==> config.mk <==
export PLATFORM = sky130hd
export DESIGN_NAME = fp_fxp_bitserial_mul
export DESIGN_NICKNAME = d
export VERILOG_FILES = /design/src/rtl/fp_fxp_bitserial_mul.sv
export SDC_FILE = /design/constraint.sdc
export NUM_CORES = 1
export LEC_CHECK = 0
export ABC_AREA = 1
export CAP_MARGIN = 10
export CORE_MARGIN = 2
export CORE_UTILIZATION = 24
export CTS_CLUSTER_DIAMETER = 60
export DETAILED_ROUTE_END_ITERATION = 8
export GPL_TIMING_DRIVEN = 0
export SETUP_SLACK_MARGIN = 0.4
export SYNTH_ARGS = -nofsm -noshare
export SYNTH_HDL_FRONTEND = slang
export SYNTH_SLANG_ARGS = --single-unit
==> constraint.sdc <==
create_clock -name clk -period 3.1 [get_ports clk]
set_input_delay 0.62 -clock clk [delete_from_list [all_inputs] [get_ports clk]]
set_output_delay 0.62 -clock clk [all_outputs]
set_load 0.03 [all_outputs]
==> src/rtl/fp_fxp_bitserial_mul.sv <==
// Bit-serial fixed-point x floating-point multiplier: emits one scaled copy of the
// float operand per set bit of the fixed-point operand, skipping zero bits.
module fp_fxp_bitserial_mul #(
  parameter int FXP_WIDTH     = 4,
  parameter int FP_WIDTH      = 32,
  parameter int FP_FRAC_WIDTH = 23,
  parameter int FP_EXP_WIDTH  = FP_WIDTH - FP_FRAC_WIDTH - 1,
  parameter int SCALE_WIDTH   = 4
) (
  input  logic                   clk,
  input  logic                   reset,
  input  logic                   in_valid,
  output logic                   in_ready,
  input  logic [FXP_WIDTH-1:0]   in_a,
  input  logic                   in_a_signed,
  input  logic [SCALE_WIDTH-1:0] in_a_scale,
  input  logic [FP_WIDTH-1:0]    in_b,
  input  logic                   in_b_zero,
  output logic                   out_valid,
  input  logic                   out_ready,
  output logic [FP_WIDTH-1:0]    out_data,
  output logic                   out_last
);

  localparam int EW2 = FP_EXP_WIDTH + 2;

  typedef enum logic {IDLE = 1'b0, EMIT = 1'b1} state_t;

  state_t                   r_state;
  state_t                   w_next;
  logic [FXP_WIDTH-1:0]     r_mask;
  logic                     r_signed;
  logic [SCALE_WIDTH-1:0]   r_scale;
  logic [FP_WIDTH-1:0]      r_b;
  logic                     r_bzero;
  logic [FP_WIDTH-1:0]      r_data;
  logic                     r_last;
  logic                     w_accept;
  logic                     w_fire;
  logic [FXP_WIDTH-1:0]     w_low;
  logic [FXP_WIDTH-1:0]     w_mask_nxt;
  logic [FP_WIDTH:0]        w_beat_first;
  logic [FP_WIDTH:0]        w_beat_nxt;

  // Beat for the lowest set bit of m, returned as {last, data}.
  function automatic logic [FP_WIDTH:0] f_beat(
    input logic [FXP_WIDTH-1:0]   m,
    input logic                   a_sgn,
    input logic [SCALE_WIDTH-1:0] sc,
    input logic [FP_WIDTH-1:0]    b,
    input logic                   b_zero
  );
    logic [FXP_WIDTH-1:0]     low;
    logic [EW2-1:0]           idx;
    logic [EW2-1:0]           e;
    logic [FP_EXP_WIDTH-1:0]  b_exp;
    logic [FP_FRAC_WIDTH-1:0] b_frac;
    logic                     sgn;
    logic                     last;
    logic [FP_WIDTH-1:0]      d;
    b_exp  = b[FP_WIDTH-2 -: FP_EXP_WIDTH];
    b_frac = b[FP_FRAC_WIDTH-1:0];
    low    = m & (~m + FXP_WIDTH'(1'b1));
    idx    = '0;
    for (int k = 0; k < FXP_WIDTH; k++) begin
      idx = low[k] ? EW2'(k) : idx;
    end
    e    = EW2'(b_exp) + EW2'(sc) + idx;
    sgn  = b[FP_WIDTH-1] ^ (a_sgn & low[FXP_WIDTH-1]);
    last = ((m & ~low) == '0);
    if ((m == '0) || b_zero || (b_exp == '0)) begin
      d    = '0;
      last = 1'b1;
    end else if (b_exp == '1) begin
      d = {sgn, b[FP_WIDTH-2:0]};
    end else if (e >= EW2'({FP_EXP_WIDTH{1'b1}})) begin
      d = {sgn, {(FP_EXP_WIDTH-1){1'b1}}, 1'b0, {FP_FRAC_WIDTH{1'b1}}};
    end else begin
      d = {sgn, e[FP_EXP_WIDTH-1:0], b_frac};
    end
    return {last, d};
  endfunction

  assign w_accept     = in_valid & in_ready;
  assign w_fire       = out_valid & out_ready;
  assign w_low        = r_mask & (~r_mask + FXP_WIDTH'(1'b1));
  assign w_mask_nxt   = r_mask & ~w_low;
  assign w_beat_first = f_beat(in_a, in_a_signed, in_a_scale, in_b, in_b_zero);
  assign w_beat_nxt   = f_beat(w_mask_nxt, r_signed, r_scale, r_b, r_bzero);
  assign out_data     = r_data;
  assign out_last     = r_last;

  // State register.
  always_ff @(posedge clk) begin
    if (reset) begin
      r_state <= IDLE;
    end else begin
      r_state <= w_next;
    end
  end

  // Next-state and handshake outputs.
  always_comb begin
    w_next    = r_state;
    in_ready  = 1'b0;
    out_valid = 1'b0;
    case (r_state)
      IDLE: begin
        in_ready = 1'b1;
        if (in_valid) begin
          w_next = EMIT;
        end else begin
          w_next = IDLE;
        end
      end
      EMIT: begin
        out_valid = 1'b1;
        if (out_ready && r_last) begin
          w_next = IDLE;
        end else begin
          w_next = EMIT;
        end
      end
      default: begin
        w_next = IDLE;
      end
    endcase
  end

  // Operand capture and beat register; the beat is precomputed so outputs come from flops.
  always_ff @(posedge clk) begin
    if (reset) begin
      r_mask   <= '0;
      r_signed <= 1'b0;
      r_scale  <= '0;
      r_b      <= '0;
      r_bzero  <= 1'b0;
      r_data   <= '0;
      r_last   <= 1'b0;
    end else if (w_accept) begin
      r_mask           <= in_a;
      r_signed         <= in_a_signed;
      r_scale          <= in_a_scale;
      r_b              <= in_b;
      r_bzero          <= in_b_zero;
      {r_last, r_data} <= w_beat_first;
    end else if (w_fire) begin
      r_mask <= w_mask_nxt;
      if (r_last) begin
        {r_last, r_data} <= '0;
      end else begin
        {r_last, r_data} <= w_beat_nxt;
      end
    end
  end

endmodule

==> reports/qor.csv <==
stage,metric,value,unit
outcome,outcome,"finished, violations left",
outcome,failing checks,negative setup slack,
worst_setup_path,R2R Path End,out_data[23],
worst_setup_path,worst setup path category,register to register,
global_routing,global-route wire length before repair,22.48,mm
final_layout,"most common cell after layout, fill and taps aside",nand2_1,
yosys,Post-synth EDFFs,0,
worst_setup_path,R2R depth,19,
placement,Port-buffer cells,80,
clock_tree,clk slew on worst S/H paths,0.06,ns
final_layout,FILL cells,2016,
clock_tree,root buf cell,clkbuf_16,
worst_setup_path,Startpoint Class,register,
sta,Final Cycle Share,101.8,%
final_layout,"Design Area, Final",0.006176,mm2
global_routing,largest net degree at the start of global routing,15,
sta,Setup Viol. Count Final,20,
global_routing,total track usage,14.17,%
worst_setup_path,CP Capture Type,register,
yosys,Synth Register Bits,76,
final_layout,# diodes,0,
final_layout,multi-input logic area,0.002507,mm2
routing,Post-route DRC,0,
sta,Fin. Hold Viols,0,
yosys,Synth warnings,0,
clock_tree,CTS sink cnt,76,
floorplan,I/O Pins,81,
clock_tree,H-tree Lvls,3,
sta,Clock Skew,0.008936,ns
floorplan,Die ar.,0.02003,mm2
sta,headroom to the max-slew limit,60.53,%
worst_setup_path,Worst Setup SP,r_mask[1],
floorplan,die width,141.5,um
placement,placed standard-cell area,0.005653,mm2
floorplan,Initial Util,24.35,%
power_and_ir_drop,Leak,3.152,nW
clock_tree,CTS Buffer Depth,2,
yosys,sequential area share after synthesis,33.52,%
yosys,Mapped Area,0.004539,mm2
yosys,simple-gate area share of the yosys netlist,29.71,%
worst_setup_path,Reg2Reg Setup Slack,-0.06,ns
placement,gpl congestion,0.8824,
sta,setup ws final,-0.05582,ns
run,total of max-cap violations,0,
routing,Pre-Repair DR Iteration Count,5,
power_and_ir_drop,Cell Pwr Density,468.1,mW/mm2
power_and_ir_drop,maximum vdd ir drop,0.0002161,V
floorplan,Die Ht,141.5,um
placement,DP HPWL,10.41,mm
worst_setup_path,Critical Path End,out_data[23],
final_layout,share of layout cells above drive strength 1,12.71,%
global_routing,initial antenna violation count,0,
yosys,Synth Area in XOR/XNOR,0.3859,%
min_path,HP Class,register to register,
final_layout,"commonest cells after routing, fill and taps aside","nand2_1 (187), inv_1 (127), o21ai_0 (77), dfxtp_1 (73), clkdlybuf4s50_1 (72)",
yosys,Compound-Gate Fraction of Synth Area,15.46,%
yosys,adder-cell share of the synthesized area,5.954,%
yosys,cells after synthesis,711,
clock_tree,Worst-Skew Late Latency,0.35,ns
yosys,largest family of logic cells by synthesized area,simple AND/OR/NAND/NOR gates,
worst_setup_path,worst r2r src,r_mask[1],
sta,"Slew Viols, Final",0,
yosys,Synth area leaders,"dfxtp_1 (34%), nand2_1 (16%), inv_1 (11%), o21ai_0 (8.9%), nand3_1 (5.6%)",
sta,Max Clk Rate,316.9,MHz
final_layout,register area,0.001525,mm2
yosys,syn_area_per_cell,6.384,um2
yosys,ys flop type,dfxtp_1,
yosys,Yosys top cell area share,33.52,%
routing,Vias,4672,
global_routing,vias in the first global route,4406,
sta,Worst-Margin Slew,0.5920,ns
final_layout,Area Growth Syn to Fin,36.05,%
routing,Iteration-0 DRC Markers,297,
floorplan,Row Count,50,
worst_setup_path,arrival time worst endpoint,3.40,ns
global_routing,gr ovfl total,0,
routing,routed len/inst,13.14,um
clock_tree,CTS tree,built,
worst_setup_path,CP Max Fanout,5,
yosys,"area leader, netlist",dfxtp_1,
routing,WL final,13.82,mm
worst_setup_path,CP Data Required Time,3.34,ns
routing,Via density,4.441,
yosys,syn_nets,775,
yosys,synth unique cells,39,
yosys,Synth async-reset ratio,0,%
routing,antenna-violating nets left,0,
sta,"Min Clock Period, post-route",3.156,ns
floorplan,Core ar.,0.01864,mm2
yosys,multiplexer share of the synthesized area,0,%
final_layout,Nets,877,
sta,worst hold slack,0.4788,ns
sta,RSZ-0062 raised after global routing,true,
clock_tree,total CTS buffers,9,
==> worst max-delay path: stages (launching register included) <==
cell     delay (ns)
dfxtp_2        0.33
inv_2          0.06
a21oi_4        0.17
inv_2          0.07
a21oi_4        0.14
fa_1           0.47
ha_4           0.20
fa_2           0.59
nand3_2        0.07
nor2_2         0.12
nand3_2        0.09
nor2_4         0.11
nand3_4        0.08
nand2_4        0.09
nand2_8        0.07
buf_6          0.14
nand3_2        0.06
nand3_2        0.09
nand2_1        0.08
inv_1          0.03
==> stage by stage <==
step	util (%)	power (mW)	instances	setup slack [ns]	TNS (ns)
floorplan	-	1.569	711	0.07959	0
global placement	30.32	1.848	1025	-0.9471	-25.34
detailed placement	30.32	1.850	1025	-0.9776	-26.56
CTS	32.71	2.906	1052	-0.04102	-0.4822
global route	33.13	3.055	1052	-0.2397	-5.910
finish	33.13	2.891	1052	-0.05582	-0.4997
==> synth_stat cells (2+ instances only) <==
library cell	number
nand2_1	194
nor3_1	2
buf_2	6
nand3_2	2
nand3b_1	4
dfxtp_1	76
o21ai_0	81
a21oi_1	44
nor4_1	2
fa_1	6
nor2_2	2
nor4_2	2
ha_1	12
nand3_1	51
buf_6	4
inv_2	9
nand2_4	3
nor2_1	35
nand4_1	2
or2_2	5
clkbuf_1	19
inv_1	129
xor2_1	2
buf_1	3
o21ai_1	2
==> power by group <==
part / total [mW] / internal (mW) / switching, mW
Clock: 1.02 / 0.571 / 0.453
Sequential: 1.12 / 1.06 / 0.0558
Combinational: 0.749 / 0.304 / 0.445
==> flip-flops by register name (all words and copies together), names as in the netlist <==
signal,cells
r_scale,4
r_state,1
r_signed,1
r_bzero,1
r_mask,4
out_last,1
out_data,32
r_b,32
==> final cells by class <==
class	instances	share of cell area, %
timing repair buffer	91	14.26
sequential	76	24.70
tap	234	4.741
inverter	139	8.448
buffer	32	2.613
multi-input combinational	464	40.60
clock buffer	10	3.870
clock inverter	6	0.7699
==> worst min path at each step <==
stage | start | to | slack, ns | cells after the start
3_5_place_dp | r_b[31] | r_b[31] | 0.47 | 2
3_3_place_gp | r_b[31] | r_b[31] | 0.46 | 2
4_1_cts | r_mask[0] | r_mask[0] | 0.48 | 2
6_report | r_mask[0] | r_mask[0] | 0.48 | 2
2_1_floorplan | r_b[31] | r_b[31] | 0.45 | 2
5_1_grt | r_mask[0] | r_mask[0] | 0.51 | 2
==> routing by layer <==
layer / vias to the layer above / track usage [%] / share of wire [%]
met3: 17 / 3.375 / 5.9
met2: 128 / 22.23 / 43
li1: 2424 / - / -
met1: 2103 / 19.19 / 48
met5: - / 0 / 0
met4: 0 / 4.684 / 2.1
==> cells by family (layout without fill, tap and decap cells) <==
group / count (synthesis) / in the layout
AO/OA/AOI/OAI: 135 / 135
XOR/XNOR: 2 / 2
adder cells (fa/ha/maj): 18 / 18
buffers and inverters: 171 / 278
flip-flops: 76 / 76
AND/OR/NAND/NOR: 309 / 309
==> what timing repair did <==
item | in CTS | in global routing
endpoints found under the setup margin | 31 | 31
gates cloned | 1 | 0
buffers inserted | 10 | 0
hold buffers | 0 | 0
pin swaps | 24 | 20
resized for setup | 41 | 22
Note: power is estimated with default switching activity, not from simulation.
